**src/rtl/apb_completer_regfile_pkg.sv**
```systemverilog
// Shared types and defaults for the APB register-file completer.
// Holds the FSM state enum, bus width defaults and word-index helper.
package apb_completer_regfile_pkg;

  localparam int          ADDR_W_D   = 8;
  localparam int          DATA_W_D   = 32;
  localparam int          DEPTH_D    = 16;
  localparam int          IDX_W      = 4;
  localparam logic [31:0] ID_VALUE_D = 32'hA5B0_0001;

  typedef enum logic {
    IDLE   = 1'b0,
    ACCESS = 1'b1
  } state_t;

  // Word index from the locally decoded byte address.
  function automatic logic [IDX_W-1:0] word_idx(
    input logic [5:0] a
  );
    return a[5:2];
  endfunction

endpackage

```
**src/rtl/apb_completer_regfile_if.sv**
```systemverilog
// APB3 completer-side bus bundle.
// master drives psel/penable/pwrite/paddr/pwdata; slave answers.
interface apb_completer_regfile_if #(
  parameter int ADDR_W = 8,
  parameter int DATA_W = 32
);
  logic              psel;
  logic              penable;
  logic              pwrite;
  logic [ADDR_W-1:0] paddr;
  logic [DATA_W-1:0] pwdata;
  logic [DATA_W-1:0] prdata;
  logic              pready;
  logic              pslverr;

  modport master (
    output psel, penable, pwrite,
    output paddr, pwdata,
    input  prdata, pready, pslverr
  );

  modport slave (
    input  psel, penable, pwrite,
    input  paddr, pwdata,
    output prdata, pready, pslverr
  );
endinterface

```
**src/rtl/apb_completer_regfile.sv**
```systemverilog
// APB3 completer over a 16x32 register file with wait states/PSLVERR.
// Ports: clk, rst (async active-low), bus (APB slave modport).
module apb_completer_regfile
  import apb_completer_regfile_pkg::*;
#(
  parameter int          ADDR_W      = ADDR_W_D,
  parameter int          DATA_W      = DATA_W_D,
  parameter int          DEPTH       = DEPTH_D,
  parameter int          WAIT_CYCLES = 1,
  parameter logic [31:0] ID_VALUE    = ID_VALUE_D
) (
  input logic                     clk,
  input logic                     rst,
  apb_completer_regfile_if.slave  bus
);

  localparam logic [3:0] WAIT_L =
    4'(WAIT_CYCLES);
  localparam logic [IDX_W-1:0] ID_IDX =
    IDX_W'(DEPTH - 1);

  state_t              r_state;
  logic [3:0]          r_cnt;
  logic [5:0]          r_addr;
  logic                r_write;
  logic [DATA_W-1:0]   r_wdata;
  logic [DATA_W-1:0]   r_regs [DEPTH-1];

  logic [IDX_W-1:0]    w_idx;
  logic                w_ready;
  logic                w_err;
  logic [DATA_W-1:0]   w_rdata;
  logic                w_unused;

  // Upper address bits belong to the decoder; psel does selection.
  assign w_unused = ^bus.paddr[ADDR_W-1:6];

  assign w_idx   = word_idx(r_addr);
  assign w_ready = (r_state == ACCESS)
                && (r_cnt == 4'd0);

  // Misaligned access, or write to the read-only ID word.
  assign w_err = (r_addr[1:0] != 2'b00)
              || (r_write && (w_idx == ID_IDX));

  always_comb begin
    w_rdata = '0;
    if (w_ready && !r_write && !w_err) begin
      if (w_idx == ID_IDX)
        w_rdata = DATA_W'(ID_VALUE);
      else
        w_rdata = r_regs[w_idx];
    end
  end

  assign bus.pready  = w_ready;
  assign bus.pslverr = w_ready && w_err;
  assign bus.prdata  = w_rdata;

  always_ff @(posedge clk or negedge rst) begin
    if (!rst) begin
      r_state <= IDLE;
      r_cnt   <= '0;
      r_addr  <= '0;
      r_write <= 1'b0;
      r_wdata <= '0;
      for (int i = 0; i < DEPTH - 1; i++)
        r_regs[i] <= '0;
    end else begin
      unique case (r_state)
        IDLE: begin
          // Only a true setup phase starts a transfer.
          if (bus.psel && !bus.penable) begin
            r_addr  <= bus.paddr[5:0];
            r_write <= bus.pwrite;
            r_wdata <= bus.pwdata;
            r_cnt   <= WAIT_L;
            r_state <= ACCESS;
          end
        end
        ACCESS: begin
          if (!bus.psel) begin
            r_state <= IDLE;
          end else if (r_cnt != 4'd0) begin
            r_cnt <= r_cnt - 4'd1;
          end else if (bus.penable) begin
            if (r_write && !w_err)
              r_regs[w_idx] <= r_wdata;
            r_state <= IDLE;
          end
        end
        default: r_state <= IDLE;
      endcase
    end
  end

endmodule

```
**src/flat_wrapper.sv**
```systemverilog
// flat-port wrapper written by rule: the top's interface ports become plain ports
module apb_completer_regfile_flat import apb_completer_regfile_pkg::*;
#(
  parameter int          ADDR_W      = ADDR_W_D,
  parameter int          DATA_W      = DATA_W_D,
  parameter int          DEPTH       = DEPTH_D,
  parameter int          WAIT_CYCLES = 1,
  parameter logic [31:0] ID_VALUE    = ID_VALUE_D
)
  (clk, rst, bus_psel, bus_penable, bus_pwrite, bus_paddr, bus_pwdata, bus_prdata, bus_pready, bus_pslverr);
  apb_completer_regfile_if #(.ADDR_W(ADDR_W), .DATA_W(DATA_W)) bus_i ();
  input logic clk;
  input logic rst;
  input wire logic [$bits(bus_i.psel)-1:0] bus_psel;
  input wire logic [$bits(bus_i.penable)-1:0] bus_penable;
  input wire logic [$bits(bus_i.pwrite)-1:0] bus_pwrite;
  input wire logic [$bits(bus_i.paddr)-1:0] bus_paddr;
  input wire logic [$bits(bus_i.pwdata)-1:0] bus_pwdata;
  output wire logic [$bits(bus_i.prdata)-1:0] bus_prdata;
  output wire logic [$bits(bus_i.pready)-1:0] bus_pready;
  output wire logic [$bits(bus_i.pslverr)-1:0] bus_pslverr;
  assign bus_i.psel = bus_psel;
  assign bus_i.penable = bus_penable;
  assign bus_i.pwrite = bus_pwrite;
  assign bus_i.paddr = bus_paddr;
  assign bus_i.pwdata = bus_pwdata;
  assign bus_prdata = bus_i.prdata;
  assign bus_pready = bus_i.pready;
  assign bus_pslverr = bus_i.pslverr;
  apb_completer_regfile #(.ADDR_W(ADDR_W), .DATA_W(DATA_W), .DEPTH(DEPTH), .WAIT_CYCLES(WAIT_CYCLES), .ID_VALUE(ID_VALUE)) u_core (.clk(clk), .rst(rst), .bus(bus_i));
endmodule
```
**config.mk**
```make
export PLATFORM = sky130hd
export DESIGN_NAME = apb_completer_regfile_flat
export DESIGN_NICKNAME = d
export VERILOG_FILES = /design/src/rtl/apb_completer_regfile_pkg.sv /design/src/rtl/apb_completer_regfile_if.sv /design/src/rtl/apb_completer_regfile.sv /design/src/flat_wrapper.sv
export SDC_FILE = /design/constraint.sdc
export NUM_CORES = 1
export LEC_CHECK = 0
export CAP_MARGIN = 10
export CORE_ASPECT_RATIO = 1.25
export CORE_MARGIN = 5
export CORE_UTILIZATION = 25
export CTS_CLUSTER_DIAMETER = 150
export DETAILED_ROUTE_END_ITERATION = 10
export PLACE_DENSITY = 0.35
export REMOVE_ABC_BUFFERS = 1
export SLEW_MARGIN = 10
export SYNTH_ARGS = -nofsm -noshare
export SYNTH_HDL_FRONTEND = slang
export SYNTH_SLANG_ARGS = --single-unit
```
**constraint.sdc**
```tcl
create_clock -name clk -period 2.49 [get_ports clk]
set_input_delay 0.3735 -clock clk [delete_from_list [all_inputs] [get_ports clk]]
set_output_delay 0.3735 -clock clk [all_outputs]
set_load 0.005 [all_outputs]
```
# Yosys cells after proc, flatten, opt, wreduce, memory -nomap -nowiden
# Index checks and enable logic that the tools add are counted.
# W data, S select, Z words.
# totals
wordCells	65
register_bits	524
inputBits	45
out_inout_bits	34
# op_classes
bitwise_logic	3
n_eq_ne	4
addsub	1
mux	17
n_reduce_logical	18
order_cmp	2
# ops
operator	count
$bwmux W480	1
$mux W32	5
$bmux W32 S4	1
$demux W32 S4	1
$mux W4	3
$logic_and A1 B1 Y1	8
$pmux W4 S2	1
$ge A5 B5 Y1 const B	1
$lt A5 B1 Y1 const B	1
$not A4 Y5	1
$reduce_and A5 Y1	1
$eq A4 B4 Y1 const B	1
$logic_not A4 Y1	1
$mux W1	4
$ne A2 B2 Y1 const B	2
$reduce_bool A4 Y1	1
$sub A4 B1 Y4 const B	1
$logic_not A1 Y1	3
$reduce_and A3 Y1	1
$ne A2 B1 Y1 const B	1
$not A1 Y1	2
$pmux W1 S2	1
$reduce_and A2 Y1	1
$reduce_bool A2 Y1	1
$logic_or A1 B1 Y1	1

# Depth between registers and ports, before layout
# Gate-level depths: netlist (run 1).
# depth
word_depth	6
ltp_mapped	8
depth_no_buf	7

# Least setup slack after synthesis (run 1)
# Ideal clock, no wire load.
# synth_timing
path_kind	register -> output
startpoint	register u_core.r_addr[2]
endpoint	output bus_prdata[10]
stages_incl_launch_ff	7
setup_slack_ns	0.370
path_buffers	3
required_time_ns	2.117
arrival_ns	1.746
path_cell_list	dfrtp_1 > buf_2 > buf_4 > buf_2 > mux4_2 > a22oi_1 > o21ai_0
# synth_between
elab_chain_len	6
elab_cells_between_ends	11
cone_classes	1 x eq/ne; 5 x mux; 1 x bitwise; 4 x reduce/logical
# synth_lines
item	line_no	text
start: declaration	apb_completer_regfile.sv:24	logic [5:0] r_addr;
start signal: assignment	apb_completer_regfile.sv:74	r_addr <= bus.paddr[5:0];
$not A4 Y5 (not written as such) or $eq A4 B4 Y1 (tied branches)	apb_completer_regfile.sv:52, apb_completer_regfile.sv:44, apb_completer_regfile.sv:49	
$bmux W32 S4 or $logic_and A1 B1 Y1 (tied branches)	apb_completer_regfile.sv:52, apb_completer_regfile.sv:44	
$mux W32 (not written as such) or $logic_or A1 B1 Y1 (tied branches)	apb_completer_regfile.sv:52, apb_completer_regfile.sv:44	
$mux W32 (not written as such) or $logic_not A1 Y1 (tied branches)	apb_completer_regfile.sv:52, apb_completer_regfile.sv:48	
$mux W32 or $logic_and A1 B1 Y1 (tied branches)	apb_completer_regfile.sv:49, apb_completer_regfile.sv:48	
$mux W32 *	apb_completer_regfile.sv:48	if (w_ready && !r_write && !w_err) begin
end: declaration	flat_wrapper.sv:19	output wire logic [$bits(bus_i.prdata)-1:0] bus_prdata;
# Every way passes the cells marked *; elsewhere a longest branch is shown, timed or not. The select of a mux whose other input is x is not followed.

# Worst setup path after layout (run 1)
# layout_timing
startpoint	register u_core.r_addr[2]
endpoint	output bus_prdata[16]
# Same word-level chain as after synthesis.

==> results of run 1 <==
## through the flow
step                worst slack [ns]  instance area (sq um)  util [%]  setup TNS, ns
floorplan                     -5.150                  22980         -       -2237.60
global placement             -0.3500                  27280     28.94         -19.06
detailed placement           -0.3142                  27280     28.94         -14.16
CTS                          -0.5984                  30940     32.82         -19.03
global route                 -0.6344                  31160     33.06         -17.74
finish                       -0.5154                  31160     33.06         -13.42
## kinds of logic (layout without fill, tap and decap cells)
kind of cell / after synthesis / after routing / synth area share [%]
mux: 654 / 654 / 35.19
flops: 524 / 524 / 55.38
compound gates: 125 / 125 / 3.836
simple gates: 80 / 80 / 2.267
fa+ha+maj: 1 / 1 / 0.05283
buf+inv: 150 / 435 / 3.271
## synthesized netlist by cell type, types with 3 or more instances
| master | instances | area (sq um) |
|---|---|---|
| dfrtp_1 | 524 | 13110 |
| mux2_2 | 488 | 5495 |
| mux4_2 | 90 | 2027 |
| buf_4 | 42 | 315.3 |
| mux2_1 | 40 | 450.4 |
| mux2i_1 | 36 | 360.4 |
| buf_1 | 33 | 123.9 |
| o21ai_0 | 32 | 160.2 |
| a22oi_1 | 30 | 225.2 |
| clkbuf_1 | 28 | 105.1 |
| buf_2 | 23 | 115.1 |
| o221ai_1 | 22 | 192.7 |
| inv_1 | 19 | 71.32 |
| nand2_1 | 14 | 52.55 |
| nor2_1 | 12 | 45.04 |
| nor2_2 | 9 | 56.30 |
| o211a_1 | 9 | 90.09 |
| o31ai_1 | 9 | 67.56 |
| a21oi_1 | 6 | 30.03 |
| o221a_2 | 5 | 56.30 |
| nand2b_1 | 4 | 25.02 |
| nor2b_1 | 4 | 25.02 |
| nor3_1 | 4 | 20.02 |
| a22o_1 | 3 | 26.28 |
| buf_6 | 3 | 33.78 |
| nand2_2 | 3 | 18.77 |
| nand4_1 | 3 | 18.77 |
| nor2_4 | 3 | 33.78 |
| nor3_4 | 3 | 48.80 |
| o22ai_1 | 3 | 18.77 |
| or3_1 | 3 | 18.77 |
## flip-flops by register name, summed over array words and instances, names as in the netlist
register,flops
u_core.r_regs,480
u_core.r_wdata,32
u_core.r_addr,6
u_core.r_cnt,4
u_core.r_state,1
u_core.r_write,1
## worst max-delay path: cells and delay by family (launching register included)
kind	cells	cell delay [ns]
AOI/OAI and AO/OA	2	0.34
buffers and inverters	5	0.71
DFF	1	0.50
muxes	1	0.43
## placed cells by master, fill, tap and decap left out, types with 6 or more instances in the layout
master and count:
a22oi_2 27, buf_12 84, buf_16 7, buf_2 30
buf_4 97, buf_6 30, buf_8 13, clkbuf_1 17
clkbuf_16 64, clkbuf_8 14, clkdlybuf4s50_1 41, clkinv_2 6
dfrtp_1 520, inv_1 17, mux2_1 38, mux2_2 435
mux2_4 55, mux2i_1 36, mux4_2 90, nand2_1 10
nand2_2 6, nor2_1 11, nor2_4 12, nor3_4 6
o211a_1 9, o21ai_1 7, o21ai_2 21, o221ai_1 17
o31ai_4 8
## what timing repair did
item                                    CTS  global route
endpoints found under the hold margin   433             0
gates cloned                             11             2
resized for setup                       375            35
hold buffers                              1             0
setup buffers                            66            19
pin swaps                                56            27
endpoints found under the setup margin   56           193
## worst min-delay path by stage
stage,start,endpoint
CTS,bus_pwdata[15],u_core.r_wdata[15]$_DFFE_PN0P_
global route,bus_pwdata[8],u_core.r_wdata[8]$_DFFE_PN0P_
detailed placement,u_core.r_regs[368]$_DFFE_PN0P_,u_core.r_regs[368]$_DFFE_PN0P_
global placement,u_core.r_regs[251]$_DFFE_PN0P_,u_core.r_regs[251]$_DFFE_PN0P_
finish,bus_pwdata[15],u_core.r_wdata[15]$_DFFE_PN0P_
floorplan,rst,u_core.r_addr[0]$_DFFE_PN0P_
## where the power goes
group	switching [mW]	leakage, nW	internal (mW)
logic	1.82	6.14	2.04
registers	0.685	7.22	8.83
clock network	3.66	0.986	5.46
## cell type report
type | count | share of cell area, %
Multi-Input combinational cell | 860 | 34.05
Inverter | 20 | 0.2569
Clock buffer | 93 | 5.801
Clock inverter | 14 | 0.6785
Timing Repair Buffer | 308 | 12.22
Tap cell | 1216 | 4.882
Sequential cell | 524 | 42.11
## metal layers
metal | routed length (um) | GRT usage (%) | vias up
met3 | 2263 | 2.093 | 77
met5 | 0 | 0 | -
met2 | 37880 | 25.57 | 185
met4 | 1480 | 3.518 | 0
li1 | - | - | 6211
met1 | 35380 | 20.92 | 7753
==> results.md, run 1 <==
* GPL Wtd Cong at 0.6914
* First-pass GRT wire length at approximately 110000 um
* WL/cell at 25.37 um
* CP dominant cell by count: buf_12
* Placed cells at 2850
* # diodes at 0
* Post-DR vias/cell at 4.687
* DIE WIDTH at 285.3 um
* CTS clk-pin slew, worst paths at 0.06 ns
* FF-to-FF path depth at 13
* Starting Density at between 20% and 30%
* Slew headroom at 55.13%
* Worst path max stage delay at 0.50 ns
* CP Data Arrival Time at around 2.6 ns
* Main synth FF type: dfrtp_1
* First-pass DRT Iterations at 4
* Cts bufs inserted at 60
* GR Overflow Total at 0
* Sequential element share of the synthesized area at a little under three fifths
* Count of warnings emitted by yosys at 0
* Total track usage at 15.20%
* Post-synthesis instance total at 1534
* Vias in the first global route at 15924
* CP max-delay cell: dfrtp_4
* Worst setup EP type: primary output
* DP HPWL at 44350 um
* Antenna Violating Nets Remaining at 0
* Layout cells sized above 1 at 58.44%
* Initial drt markers at 668
* Die Y-Extent at 354.1 um
* Row cnt at 126
* Vias at about 14000
* Failing checks: negative setup slack
* Full die area at 101000 sq um
* Clock buffer depth at 3
* FFs w/ async S/R, synth at 100.0%
* Core footprint at 94280 sq um
* Filler cells at 9189
* Multi-input logic area at 10610 sq um
* Area grow syn2layout at 31.62%
* RSZ-0062 raised after global routing: yes
* Unique masters post-synth at 52
* CP Launch Type: flip-flop
* Pin count of the biggest net entering global routing at just over 90
* CTS tree: built
* Max Cap Violations at 0
* Power, Total at 22.50 mW
* Wirelength, routed at ~77000 um
* Slew Viols, Final at 0
* CTS H-Tree Depth at 2
* Worst Setup SP: u_core.r_addr[2]$_DFFE_PN0P_
* Clock Skew at 0.01727 ns
* Nets at 1820
* Root Driver: clkbuf_16
* Achievable clock frequency at 332.7 MHz
* CP Class: flip-flop to primary output
* Tmin final at 3.005 ns
* Period utilization at 120.7%
* Slack of the critical path at -0.5154 ns
* LEAKAGE at 14.34 nW
* Syn Area/Cell at 15.44 sq um
* Hold Path Class: input port to flip-flop
* Worst slew pin tran at 0.6731 ns
* Post-synth EDFFs at 0
* FF+latch area at 13120 sq um
* Clk Latency, worst-skew pair at 0.64 ns
* Port Buf Inserts at 76
* VDD IR max at 0.0004861 V
* Hold WS at 0.3424 ns
* Pwr/cell area at 722.1 nW/um^2
* Start of the worst register-to-register path: u_core.r_addr[2]$_DFFE_PN0P_
* Post-route DRC at 0
* Final Instance Count excl. Fillers at 3035
* Hold Vio Cnt, Final at 0
* Outcome: complete, but fails checks
* Worst R2R Setup Slack at around 0.030 ns
* Critical Path Sink: bus_prdata[16]
* Critical Path Fanout Max at 5
* Post-Syn Area at 23680 sq um
* Seq cells post-synth at about 520
* Io pins at 79
* Clk sinks at around 520
* Antenna violations before repair at 1
* Worst EP required at 2.12 ns
* Final setup fails at 32
* Cells on Worst Hold Path at 2
* R2R Path End: u_core.r_regs[398]$_DFFE_PN0P_
* Crit path cell chain: buf_12, buf_12, buf_12, buf_12, mux4_2, a22oi_2, o31ai_4, buf_2
Note: power is estimated with default switching activity, not from simulation.
==> run 2: changes to the inputs <==
--- a/config.mk
+++ b/config.mk
@@ -6,12 +6,14 @@
 export NUM_CORES = 1
 export LEC_CHECK = 0
 export CAP_MARGIN = 10
+export CELL_PAD_IN_SITES_DETAIL_PLACEMENT = 1
+export CELL_PAD_IN_SITES_GLOBAL_PLACEMENT = 2
 export CORE_ASPECT_RATIO = 1.25
 export CORE_MARGIN = 5
 export CORE_UTILIZATION = 25
-export CTS_CLUSTER_DIAMETER = 150
+export CTS_CLUSTER_DIAMETER = 50
 export DETAILED_ROUTE_END_ITERATION = 10
-export PLACE_DENSITY = 0.35
+export PLACE_DENSITY = 0.45
 export REMOVE_ABC_BUFFERS = 1
 export SLEW_MARGIN = 10
 export SYNTH_ARGS = -nofsm -noshare
==> results.md, run 2 (same netlist as run 1, synthesis figures left out) <==
* Achievable clock frequency at 323.1 MHz (was 332.7 MHz)
* Filler cells at 9549 (was 9189)
* Cts bufs inserted at 78 (was 60)
* Total track usage at 16.21% (was 15.20%)
* Most flop-heavy register: u_core.r_regs (unchanged)
* GPL Wtd Cong at 0.7020 (was 0.6914)
* FF-to-FF path depth at 12 (was 13)
* CP Data Arrival Time at 2.72 ns (was 2.63 ns)
* Final setup fails at 32 (unchanged)
* Clk pwr share at 44.7% (was 40.6%)
* Root Driver: clkbuf_16 (unchanged)
* Clock buffer depth at 3 (unchanged)
* Final instance area at 32990 sq um (was 31160 sq um)
* Initial drt markers at 725 (was 668)
* Most common cell after layout, fill and taps aside: dfrtp_1 (unchanged)
* RSZ-0062 raised after global routing: yes (unchanged)
* DP HPWL at 47240 um (was 44350 um)
* # diodes at 0 (unchanged)
* CP Class: flip-flop to primary output (unchanged)
* Start of the worst register-to-register path: u_core.r_addr[2]$_DFFE_PN0P_ (unchanged)
* Multi-input logic area at 10890 sq um (was 10610 sq um)
* Vias at 14760 (was 14226)
* Hold Path Class: input port to async pin (was input port to flip-flop)
* DIE WIDTH at 285.3 um (unchanged)
* VDD IR max at 0.0004091 V (was 0.0004861 V)
* WL/cell at 26.60 um (was 25.37 um)
* Clock Skew at 0.02461 ns (was 0.01727 ns)
* Power share of the combinational group at 17.5% (was 17.2%)
* Worst slew pin tran at 0.7431 ns (was 0.6731 ns)
* Failing checks: negative setup slack (unchanged)
* Hold Vio Cnt, Final at 0 (unchanged)
* CP Launch Type: flip-flop (unchanged)
* Antenna violations before repair at 1 (unchanged)
* Placed cells at 2866 (was 2850)
* Internal Power at 18.16 mW (was 16.33 mW)
* Port Buf Inserts at 76 (unchanged)
* Wirelength, routed at 83050 um (was 77010 um)
* Pwr/cell area at 764.6 nW/um^2 (was 722.1 nW/um^2)
* Slew headroom at 50.46% (was 55.13%)
* Post-route DRC at 0 (unchanged)
* Full die area at 101000 sq um (unchanged)
* First-pass DRT Iterations at 4 (unchanged)
* CTS tree: built (unchanged)
* Die Y-Extent at 354.1 um (unchanged)
* Pin count of the biggest net entering global routing at 72 (was 92)
* GR Overflow Total at 0 (unchanged)
* Switching part of the total at 28.02% (was 27.43%)
* Area grow syn2layout at 39.34% (was 31.62%)
* Outcome: complete, but fails checks (unchanged)
* FF+latch area at 13120 sq um (about the same)
* CTS H-Tree Depth at 3 (was 2)
* Critical Path Fanout Max at 6 (was 5)
* Antenna Violating Nets Remaining at 0 (unchanged)
* Io pins at 79 (unchanged)
* Fin util at 35.00% (was 33.06%)
* Flop pwr share at 37.8% (was 42.3%)
* Period utilization at 124.3% (was 120.7%)
* Most frequent cells in the layout: 521 x dfrtp_1, 396 x mux2_2, 116 x buf_4 (was 520 x dfrtp_1, 435 x mux2_2, 97 x buf_4)
* Row cnt at 126 (unchanged)
* Net Switching at 7.069 mW (was 6.172 mW)
* Slew Viols, Final at 0 (unchanged)
* First-pass GRT wire length at 121500 um (was 114300 um)
* LEAKAGE at 15.15 nW (was 14.34 nW)
* Vias in the first global route at 16904 (was 15924)
* Starting Density at 25.12% (unchanged)
* CTS clk-pin slew, worst paths at 0.06 ns (about the same)
* Nets at 1890 (was 1820)
* Final Instance Count excl. Fillers at 3122 (was 3035)
* Worst R2R Setup Slack at 0.03 ns (about the same)
* Slack of the critical path at -0.6047 ns (was -0.5154 ns)
* Top flop regs: u_core.r_regs: 480 flops, u_core.r_wdata: 32 flops, u_core.r_addr: 6 flops (unchanged)
* Clk Latency, worst-skew pair at 0.64 ns (about the same)
* Clk sinks at 524 (unchanged)
* Tmin final at 3.095 ns (was 3.005 ns)
* Power, Total at 25.23 mW (was 22.50 mW)
* Max Cap Violations at 0 (unchanged)
* Worst setup EP type: primary output (unchanged)
* Worst EP required at 2.12 ns (about the same)
* Largest register FFs at 480 (unchanged)
* Post-DR vias/cell at 4.728 (was 4.687)
* Layout cells sized above 1 at 61.23% (was 58.44%)
* Core footprint at 94280 sq um (unchanged)
* Placed cell area at 27440 sq um (was 27280 sq um)
* R2R Path End: u_core.r_regs[150]$_DFFE_PN0P_ (was u_core.r_regs[398]$_DFFE_PN0P_)
## run 2: cell types whose count changed in the layout (fill, tap and decap cells not counted), sizes merged
cell           delta
bufinv            +2
clkinv           +13
clkinvlp          +7
inv               +5
buf              +49
bufbuf            +2
clkdlybuf4s15     -2
clkbuf           +11
## run 2: per-layer routing
metal	routed length [um]	track usage, %	share of wire (%)	vias up
li1	-	-	-	6360
met1	36520	21.06	44	8077
met2	41690	28.18	50	217
met3	2972	2.653	3.6	106
met4	1865	4.210	2.2	0
met5	0	0	0	-
## run 2: worst max-delay path by stage
stage                                       startpoint  slack [ns]                        endpoint  depth (start not counted)
after floorplan           u_core.r_addr[2]$_DFFE_PN0P_       -5.15  u_core.r_regs[352]$_DFFE_PN0P_                          3
after global placement    u_core.r_addr[2]$_DFFE_PN0P_       -0.60                  bus_prdata[29]                          7
after detailed placement  u_core.r_addr[2]$_DFFE_PN0P_       -0.58                  bus_prdata[29]                          7
after CTS                 u_core.r_addr[2]$_DFFE_PN0P_       -0.67                  bus_prdata[21]                          7
after global routing      u_core.r_addr[2]$_DFFE_PN0P_       -0.72                  bus_prdata[16]                          9
final                     u_core.r_addr[2]$_DFFE_PN0P_       -0.60                  bus_prdata[28]                         10
## run 2: layout make-up
| type | count | area share (%) |
|---|---|---|
| clock buffer | 101 | 6.576 |
| clock inverter | 41 | 1.483 |
| inverter | 20 | 0.2427 |
| multi-input combinational | 860 | 33.01 |
| sequential | 524 | 39.77 |
| tap | 1216 | 4.612 |
| timing repair buffer | 360 | 14.31 |
## run 2: worst max-delay path, stage by stage (launching register included)
cell	delay (ns)
dfrtp_4	0.49
buf_4	0.15
buf_12	0.14
buf_12	0.14
buf_6	0.11
buf_12	0.13
buf_12	0.13
mux4_2	0.41
a22oi_1	0.15
o21ai_1	0.11
buf_2	0.14
## run 2: power groups by stage
| stage | Combinational, mW | Clock (mW) | Sequential, mW |
|---|---|---|---|
| 2_1_floorplan | 1.22 | 0 | 9.70 |
| 3_3_place_gp | 3.11 | 0 | 9.67 |
| 3_5_place_dp | 3.14 | 0 | 9.69 |
| 4_1_cts | 4.45 | 11.7 | 9.54 |
| 5_1_grt | 4.71 | 12.0 | 9.61 |
| 6_report | 4.41 | 11.3 | 9.55 |
## run 2: timing repair
item	CTS	global route
pin swaps	76	24
gates resized for setup	442	51
hold buffers	1	0
setup buffers	104	18
gates cloned	19	3
setup endpoints to repair	132	252
endpoints found under the hold margin	79	0
## run 2: per-stage QoR
stage | setup WS (ns) | hold slack (ns) | TNS, ns
CTS | -0.6673 | 0.1910 | -31.05
detailed placement | -0.5802 | 0.2800 | -20.61
floorplan | -5.150 | 0.07791 | -2237.60
global placement | -0.6008 | 0.2746 | -18.90
global route | -0.7170 | 0.2263 | -20.68
finish | -0.6047 | 0.2209 | -16.19
==> run 3: changes to the inputs <==
==> constraint.sdc (replaced) <==
create_clock -name clk -period 3.3 [get_ports clk]
set_input_delay 0.495 -clock clk [delete_from_list [all_inputs] [get_ports clk]]
set_output_delay 0.495 -clock clk [all_outputs]
set_load 0.005 [all_outputs]
==> results.md, run 3 (same netlist as run 1, synthesis figures left out) <==
* Outcome: completed (was complete, but fails checks)
* Initial drt markers at 413 (was 725)
* Largest register FFs at 480 (unchanged)
* CTS tree: built (unchanged)
* GR Overflow Total at 0 (unchanged)
* Row cnt at 126 (unchanged)
* Core footprint at 94280 sq um (unchanged)
* Vias in the first global route at 15918 (was 16904)
* Max Cap Violations at 0 (unchanged)
* Worst slew pin tran at 0.6080 ns (was 0.7431 ns)
* Pwr/cell area at 594.4 nW/um^2 (was 764.6 nW/um^2)
* Area grow syn2layout at 27.28% (was 39.34%)
* LEAKAGE at 13.94 nW (was 15.15 nW)
* Full die area at 101000 sq um (unchanged)
* WL/cell at 25.07 um (was 26.60 um)
* Final setup fails at 0 (was 32)
* Flop pwr share at 40.3% (was 37.8%)
* Most common cell after layout, fill and taps aside: dfrtp_1 (unchanged)
* Post-route DRC at 0 (unchanged)
* CP max-delay cell: dfrtp_4 (unchanged)
* Slack of the critical path at 0.07088 ns (was -0.6047 ns)
* CTS H-Tree Depth at 3 (unchanged)
* Cts bufs inserted at 75 (was 78)
* Achievable clock frequency at 309.7 MHz
* Clk pwr share at 46.3% (was 44.7%)
* Post-DR vias/cell at 4.672 (was 4.728)
* Period utilization at 97.85%
* Slew headroom at 59.46% (was 50.46%)
* CTS clk-pin slew, worst paths at 0.05 ns (was 0.06 ns)
* Vias at 13884 (was 14760)
* VDD IR max at 0.0003529 V (was 0.0004091 V)
* Crit path cell chain: buf_12, buf_12, buf_16, buf_4, mux4_2, a22oi_2, o31ai_2, dlygate4sd2_1 (was buf_4, buf_12, buf_12, buf_6, buf_12, buf_12, mux4_2, a22oi_1, o21ai_1, buf_2)
* Hold Vio Cnt, Final at 0 (unchanged)
* # diodes at 0 (unchanged)
* Hold Path Class: input port to async pin (unchanged)
* CP Class: flip-flop to primary output (unchanged)
* Layout cells sized above 1 at 54.33% (was 61.23%)
* Multi-input logic area at 10260 sq um (was 10890 sq um)
* Die Y-Extent at 354.1 um (unchanged)
* Final Instance Count excl. Fillers at 2972 (was 3122)
* Placed cells at 2778 (was 2866)
* Most flop-heavy register: u_core.r_regs (unchanged)
* Worst path max stage delay at 0.51 ns (was 0.49 ns)
* Fin Setup TNS at 0 ns (was -16.19 ns)
* Net Switching at 4.882 mW (was 7.069 mW)
* Io pins at 79 (unchanged)
* Nets at 1744 (was 1890)
* CP Data Arrival Time at 2.73 ns (was 2.72 ns)
* Internal Power at 13.03 mW (was 18.16 mW)
* First-pass GRT wire length at 112200 um (was 121500 um)
* Hold WS at 0.4251 ns (was 0.2209 ns)
* CP dominant cell by count: buf_12 (unchanged)
* Most frequent cells in the layout: 521 x dfrtp_1, 487 x mux2_2, 90 x mux4_2 (was 521 x dfrtp_1, 396 x mux2_2, 116 x buf_4)
* Slew Viols, Final at 0 (unchanged)
* Clock buffer depth at 3 (unchanged)
* Clk Latency, worst-skew pair at 0.62 ns (was 0.64 ns)
* Starting Density at 25.12% (unchanged)
* Pre-CTS setup slack at 0.1932 ns (was -0.5802 ns)
* Clk sinks at 524 (unchanged)
* RSZ-0062 raised after global routing: yes (unchanged)
* Tmin final at 3.229 ns
* Top flop regs: u_core.r_regs: 480 flops, u_core.r_wdata: 32 flops, u_core.r_addr: 6 flops (unchanged)
* Total track usage at 14.93% (was 16.21%)
* Switching part of the total at 27.25% (was 28.02%)
* Antenna violations before repair at 1 (unchanged)
* Antenna Violating Nets Remaining at 0 (unchanged)
* Power share of the combinational group at 13.4% (was 17.5%)
* DP HPWL at 41530 um (was 47240 um)
* Wirelength, routed at 74510 um (was 83050 um)
* First-pass DRT Iterations at 4 (unchanged)
* Port Buf Inserts at 76 (unchanged)
* GPL Wtd Cong at 0.6884 (was 0.7020)
* Clock Skew at 0.01600 ns (was 0.02461 ns)
* Critical Path Fanout Max at 9 (was 6)
* FF+latch area at 13120 sq um (about the same)
* DIE WIDTH at 285.3 um (unchanged)
* Pin count of the biggest net entering global routing at 97 (was 72)
* Worst setup EP type: primary output (unchanged)
* Worst EP required at 2.80 ns (was 2.12 ns)
* Filler cells at 9700 (was 9549)
* CP Launch Type: flip-flop (unchanged)
* Root Driver: clkbuf_16 (unchanged)
[run 3: changes by cell type in the layout (fill, tap and decap cells not counted), moves of 23 or more]
cell    change
buf_12     -57
buf_2      -23
mux2_4     -94
mux2_2     +91
buf_4      -37
buf_6      -28
[run 3: power by group through the flow]
stage,Combinational [mW],Sequential [mW],Clock [mW]
finish,2.40,7.23,8.29
global route,2.59,7.29,8.88
CTS,2.44,7.23,8.62
detailed placement,1.93,7.35,0
global placement,1.91,7.33,0
floorplan,0.918,7.32,0
[run 3: per-layer routing]
layer | routed length (um) | part of all wire, % | vias to the layer above | global-route usage, %
met5 | 0 | 0 | - | 0
met4 | 1335 | 1.8 | 0 | 3.937
met3 | 1905 | 2.6 | 85 | 1.970
met2 | 37850 | 51 | 170 | 25.94
met1 | 33420 | 45 | 7573 | 19.67
li1 | - | - | 6056 | -
[run 3: timing repair]
item	in CTS	in global routing
gates resized for setup	158	45
buffers inserted	48	4
hold buffers	1	0
endpoints found under the setup margin	32	21
cloned	9	0
pin swaps	18	11
endpoints found under the hold margin	46	0
[run 3: final timing paths]
check | slack (ns) | start | end | cells past startpoint
worst max-delay path | 0.07 | u_core.r_addr[2]$_DFFE_PN0P_ | bus_prdata[17] | 8
worst min-delay path | 0.43 | rst | u_core.r_regs[181]$_DFFE_PN0P_ | 2
worst max register to register | 0.82 | u_core.r_cnt[0]$_DFFE_PN0P_ | u_core.r_regs[59]$_DFFE_PN0P_ | 10
worst min register to register | 0.48 | u_core.r_regs[414]$_DFFE_PN0P_ | u_core.r_regs[414]$_DFFE_PN0P_ | 1
max in group asynchronous | 1.77 | rst | u_core.r_addr[2]$_DFFE_PN0P_ | 4
min in group clk | 0.48 | u_core.r_regs[414]$_DFFE_PN0P_ | u_core.r_regs[414]$_DFFE_PN0P_ | 1
[run 3: critical path, delay by kind of cell (launching register included)]
family                 cells  cell delay [ns]
AO/OA/AOI/OAI              2             0.34
buffers and inverters      5             0.85
flip-flops                 1             0.51
multiplexers               1             0.43
[run 3: cell type report]
cell class | count | area share (%)
clock buffers | 98 | 7.054
clock inverters | 37 | 1.553
inverters | 20 | 0.2657
multi-input cells | 860 | 34.03
flip-flops and latches | 524 | 43.55
well taps | 1216 | 5.048
repair buffers | 217 | 8.498
[run 3: metrics by stage]
step                utilization, %  power (mW)  area [sq um]
floorplan                        -       8.235         22980
global placement             27.94       9.243         26340
detailed placement           27.94       9.277         26340
CTS                          31.85       18.29         30030
global route                 31.97       18.75         30140
finish                       31.97       17.91         30140
==> patch 1 (flow settings as in run 3) <==
Register the output `bus.pslverr`; this adds one clock of latency there.
--- a/src/rtl/apb_completer_regfile.sv
+++ b/src/rtl/apb_completer_regfile.sv
@@ -56,3 +56,5 @@
   assign bus.pready  = w_ready;
-  assign bus.pslverr = w_ready && w_err;
+  always_ff @(posedge clk) begin
+    bus.pslverr <= w_ready && w_err;
+  end
   assign bus.prdata  = w_rdata;
Function: not settled (the Yosys comparison gave no result); the edit may change what the design does.
==> patch 1 against run 3 <==
  * Die area about the same
  * Clock power decreased by 7.1%
  * Power decreased by 3.1%
  * Sequential share of layout area increased by 0.56 points
  * Routed wire length increased by 0.76%
  * Combinational power increased by 2%
  * Sequential cell count increased by 1
  * Worst setup slack improved by 0.045 ns
  * Cell area decreased by 1.1%
  * Synthesized area about the same
  * Critical path type unchanged
  * Largest cell class unchanged
  * Largest power group unchanged
==> patch 1: results (changes against run 3) <==
Via density=4.707 (+0.77%); Routability Congestion=0.6819 (-0.94%); async set-reset flop share out of synthesis=0.9981 (-0.001905); first-pass GRT wire length=113,700 um (+1.3%); H-tree lvl count=3 (unchanged); count of different cell masters after synthesis=53 (+1.9%); Setup crit start=u_core.r_addr[2]$_DFFE_PN0P_; CP arrival=2.69 ns (-0.04 ns); placed cell area=26,410 um^2 (+0.28%); drt first-iter violations=535 (+30%); pre-CTS setup slack=0.2329 ns (+0.03963 ns); final-stage net count=1,748 (+0.23%); Post-CTS Setup Bufs=46 (-4.2%); reg2reg setup slack=0.69 ns (-0.13 ns); status=completed; Critical Path Fanout Max=5 (-4); Worst R2R End=u_core.r_regs[466]$_DFFE_PN0P_; sequential-to-total area share from yosys stat=0.5542 (about the same); Pleak=13.85 nW (-0.65%); skew final=0.01924 ns (+0.003237 ns); antenna violations before repair=2 (+1); TritonCTS Buffers=72 (-4.0%); largest net degree at the start of global routing=101 (+4.1%); drt wl/cell=25.31 um (+0.96%); number of global-route vias before repair=16.18k (+1.6%); Detailed Place HPWL=42,570 um (+2.5%); Synth area leaders=dfrtp_1 55%, mux2_2 23%, mux4_2 8.6%; CTS resizes=137 (-13%)
[patch 1: cell count changes in the layout (fill, tap and decap cells not counted), sizes merged, moves of 2 or more]
cell / delta
clkinv: -8
clkbuf: -5
buf: +4
clkdlybuf4s15: -4
dlygate4sd2: +4
bufinv: -3
inv: +2
[patch 1: area by class of cell]
class	instances	area [um^2]
flip-flops and latches	525	13150
fillers	9723	64470
multi-input cells	860	10100
well taps	1216	1521
clock buffers	93	1982
inverters	20	76.32
clock inverters	29	355.3
repair buffers	223	2619
[patch 1: stage by stage]
step / total power, W / hold slack [ns] / util / cells
5_1_grt: 0.01820 / 0.4009 / 0.3161 / 2966
3_5_place_dp: 0.009304 / 0.4574 / 0.2802 / 2781
3_3_place_gp: 0.009271 / 0.4536 / 0.2802 / 2781
2_1_floorplan: 0.008249 / 0.1994 / - / 1405
4_1_cts: 0.01763 / 0.3714 / 0.3144 / 2956
6_report: 0.01735 / 0.3952 / 0.3161 / 2966
[patch 1: logic make-up after synthesis]
kind of cell / Yosys count / share of synthesized area
buf+inv: 150 / 0.03268
flops: 525 / 0.5542
mux: 654 / 0.3516
fa+ha+maj: 1 / 0.0005279
compound gates: 125 / 0.03833
simple gates: 80 / 0.02265
[patch 1: routing by layer]
layer,part of all wire,up-vias,wire length (um),track usage
met3,0.034,73,2561,0.02241
met2,0.50,180,37910,0.2605
met5,0,-,0,0
met4,0.015,0,1119,0.03206
li1,-,6053,-,-
met1,0.45,7656,33490,0.2004
[patch 1: power by group through the flow]
stage / combinational (W) / sequential [W] / clock, W
floorplan: 0.000917 / 0.00733 / 0
global placement: 0.00193 / 0.00734 / 0
detailed placement: 0.00194 / 0.00737 / 0
CTS: 0.00239 / 0.00723 / 0.00801
global route: 0.00265 / 0.00728 / 0.00827
finish: 0.00244 / 0.00722 / 0.00770
==> patch 2 (settings of run 3) <==
Made on the original files. `DATA_W_D`: 32 -> 48.
--- a/src/rtl/apb_completer_regfile_pkg.sv
+++ b/src/rtl/apb_completer_regfile_pkg.sv
@@ -5,3 +5,3 @@
   localparam int          ADDR_W_D   = 8;
-  localparam int          DATA_W_D   = 32;
+  localparam int          DATA_W_D   = 48;
   localparam int          DEPTH_D    = 16;
Interface: changed (resized bus_prdata and bus_pwdata); port bits go from 79 to 111. The function was not compared with the original's and may differ.
==> patch 2 against run 3 <==
  * Highest routed layer unchanged
  * Sequential cell count increased by 256
  * Sequential share of layout area is 0.56 points lower
  * Worst setup slack lost 0.11 ns
  * Power grew 54%
  * Synthesized cell count rose by 55%
  * Synthesized area up 49%
  * Die area rose by 48%
  * Cell area up 51%
  * Register-to-register slack worse by 0.39 ns
  * The run now ends with setup timing left
  * Non-clock buffer count is 115 higher
  * Routed wire length up 56%
==> patch 2: results (changes against run 3) <==
worst-case clock buffer depth=3 (unchanged); skew final=0.02822 ns (+0.01222 ns); CP arrival=2.84 ns (+0.11 ns); maximum vdd ir drop=0.3695 mV (+4.7%); antenna violations before repair=5 (+4); Post-synth EDFFs=0 (unchanged); leading registers by flop count=u_core.r_regs: 720 flops, u_core.r_wdata: 48 flops, u_core.r_addr: 6 flops; vias post-DR=21.45k (+54%); sequential-to-total area share from yosys stat=0.5523 (-0.001523); Switching Fraction=0.2739 (+0.001376); first-pass GRT wire length=173,000 um (+54%); DRT Pass-1 Iters=4 (unchanged); H-tree lvl count=3 (unchanged); largest net degree at the start of global routing=80 (-18%); layout cells sized above 1=0.5380 (-0.005301); number of port buffers=108 (+42%); Detailed Place HPWL=66,350 um (+60%); status=finished, violations left; drt wl/cell=25.38 um (+1.2%); count of different cell masters after synthesis=40 (-23%); Pleak=21.41 nW (+54%); setup ws final=-0.03980 ns (-0.1107 ns); area share of fa/ha/maj cells after synthesis=0.0003540 (-0.0001744); Slew headroom=0.4157 (-0.1790); fillers=14.53k (+50%); max reg flops=720 (+50%); CTS resizes=306 (+94%); Post-synth top cells=780 x dfrtp_1, 718 x mux2_2, 159 x mux2i_1; Post-CTS Setup Bufs=86 (+79%); Total GRT Usage=0.1555 (+0.006245); Critical Path Fanout Max=5 (-4); failing checks=setup timing; Routability Congestion=0.6896 (+0.17%); final-stage net count=2,676 (+53%); Root Buffer=clkbuf_16; setup violators final=2 (+2); # hold bufs at CTS=1 (unchanged); drt first-iter violations=832 (+100%); Clock Latency Late Sink=0.71 ns (+0.09 ns); Post-Synth XOR/XNOR Area=0 (unchanged); Synth Area in Compound Gates=0.03806 (-0.0003068); number of global-route vias before repair=24.84k (+56%); Yosys warning count=0 (unchanged); TritonCTS Buffers=115 (+53%); Hold WC Path Type=input pin to asynchronous set/reset pin; async set-reset flop share out of synthesis=1.000 (unchanged); clk slew on worst S/H paths=0.05 ns (about the same); Synth area leaders=dfrtp_1 55%, mux2_2 23%, mux4_2 5.5%; multiplexer share of the synthesized area=0.3547 (+0.002794)
-- patch 2: changes by cell type after synthesis, sizes merged, moves of 10 or more --
cell    change
a21oi      +15
mux2i     +123
o211ai     +10
inv        +15
nand3      +32
clkbuf     +61
a22oi      +45
a31o       +10
nand2      +38
buf        +23
o21ai      -29
dfrtp     +256
a22o       +10
mux2      +250
-- patch 2: power groups by stage --
stage / Combinational [W] / Clock [W] / Sequential, W
global route: 0.00431 / 0.0138 / 0.0108
finish: 0.00404 / 0.0129 / 0.0107
CTS: 0.00411 / 0.0133 / 0.0107
global placement: 0.00307 / 0 / 0.0108
floorplan: 0.00163 / 0 / 0.0108
detailed placement: 0.00310 / 0 / 0.0109
-- patch 2: cell families (layout without fill, tap and decap cells) --
group	count (synthesis)	after routing
fa+ha+maj	1	1
flops	780	780
other cells	0	2
simple gates	146	146
mux	1024	1024
buf+inv	249	582
compound gates	179	179
-- patch 2: worst max-delay path: stages, from the launching register on --
cell	delay, ns
dfrtp_4	0.56
buf_12	0.17
buf_12	0.14
buf_16	0.14
buf_6	0.11
mux4_2	0.41
a22o_1	0.22
a31o_2	0.24
buf_2	0.13
-- patch 2: path summary, 6_finish.rpt --
check                                          startpoint                              to  slack [ns]  depth (start not counted)
setup / recovery             u_core.r_addr[2]$_DFFE_PN0P_                  bus_prdata[40]       -0.04                          8
hold / removal                                        rst  u_core.r_regs[148]$_DFFE_PN0P_        0.38                          2
setup reg to reg             u_core.r_addr[3]$_DFFE_PN0P_  u_core.r_regs[427]$_DFFE_PN0P_        0.43                         10
hold reg to reg            u_core.r_regs[283]$_DFFE_PN0P_  u_core.r_regs[283]$_DFFE_PN0P_        0.50                          1
max in group asynchronous                             rst  u_core.r_regs[377]$_DFFE_PN0P_        1.78                          3
min in group clk                           bus_pwdata[38]  u_core.r_wdata[38]$_DFFE_PN0P_        0.40                          2
-- patch 2: area by class of cell --
class                   instances  area, um^2  area share
flip-flops and latches        780       19530      0.4299
multi-input cells            1350       15200      0.3345
repair buffers                332        4148     0.09130
clock buffers                 147        3231     0.07111
well taps                    1872        2342     0.05156
clock inverters                68       845.8     0.01862
inverters                      35       131.4    0.002892
diodes                          2       5.005   0.0001102
-- patch 2: per-stage QoR --
stage,TNS (ns),worst slack (ns),area (um^2),instances
2_1_floorplan,-6316.09,-9.087,34250,2165
3_3_place_gp,0,0.1264,39410,4259
3_5_place_dp,0,0.1101,39410,4259
4_1_cts,-2.427,-0.1628,45250,4575
5_1_grt,-1.005,-0.1276,45430,4585
6_report,-0.04188,-0.03980,45430,4586
-- patch 2: per-layer routing --
metal / vias up / part of all wire / global-route usage
met5: - / 0 / 0
met4: 0 / 0.022 / 0.04336
met3: 152 / 0.031 / 0.01915
met2: 309 / 0.50 / 0.2696
met1: 11727 / 0.45 / 0.2051
li1: 9261 / - / -
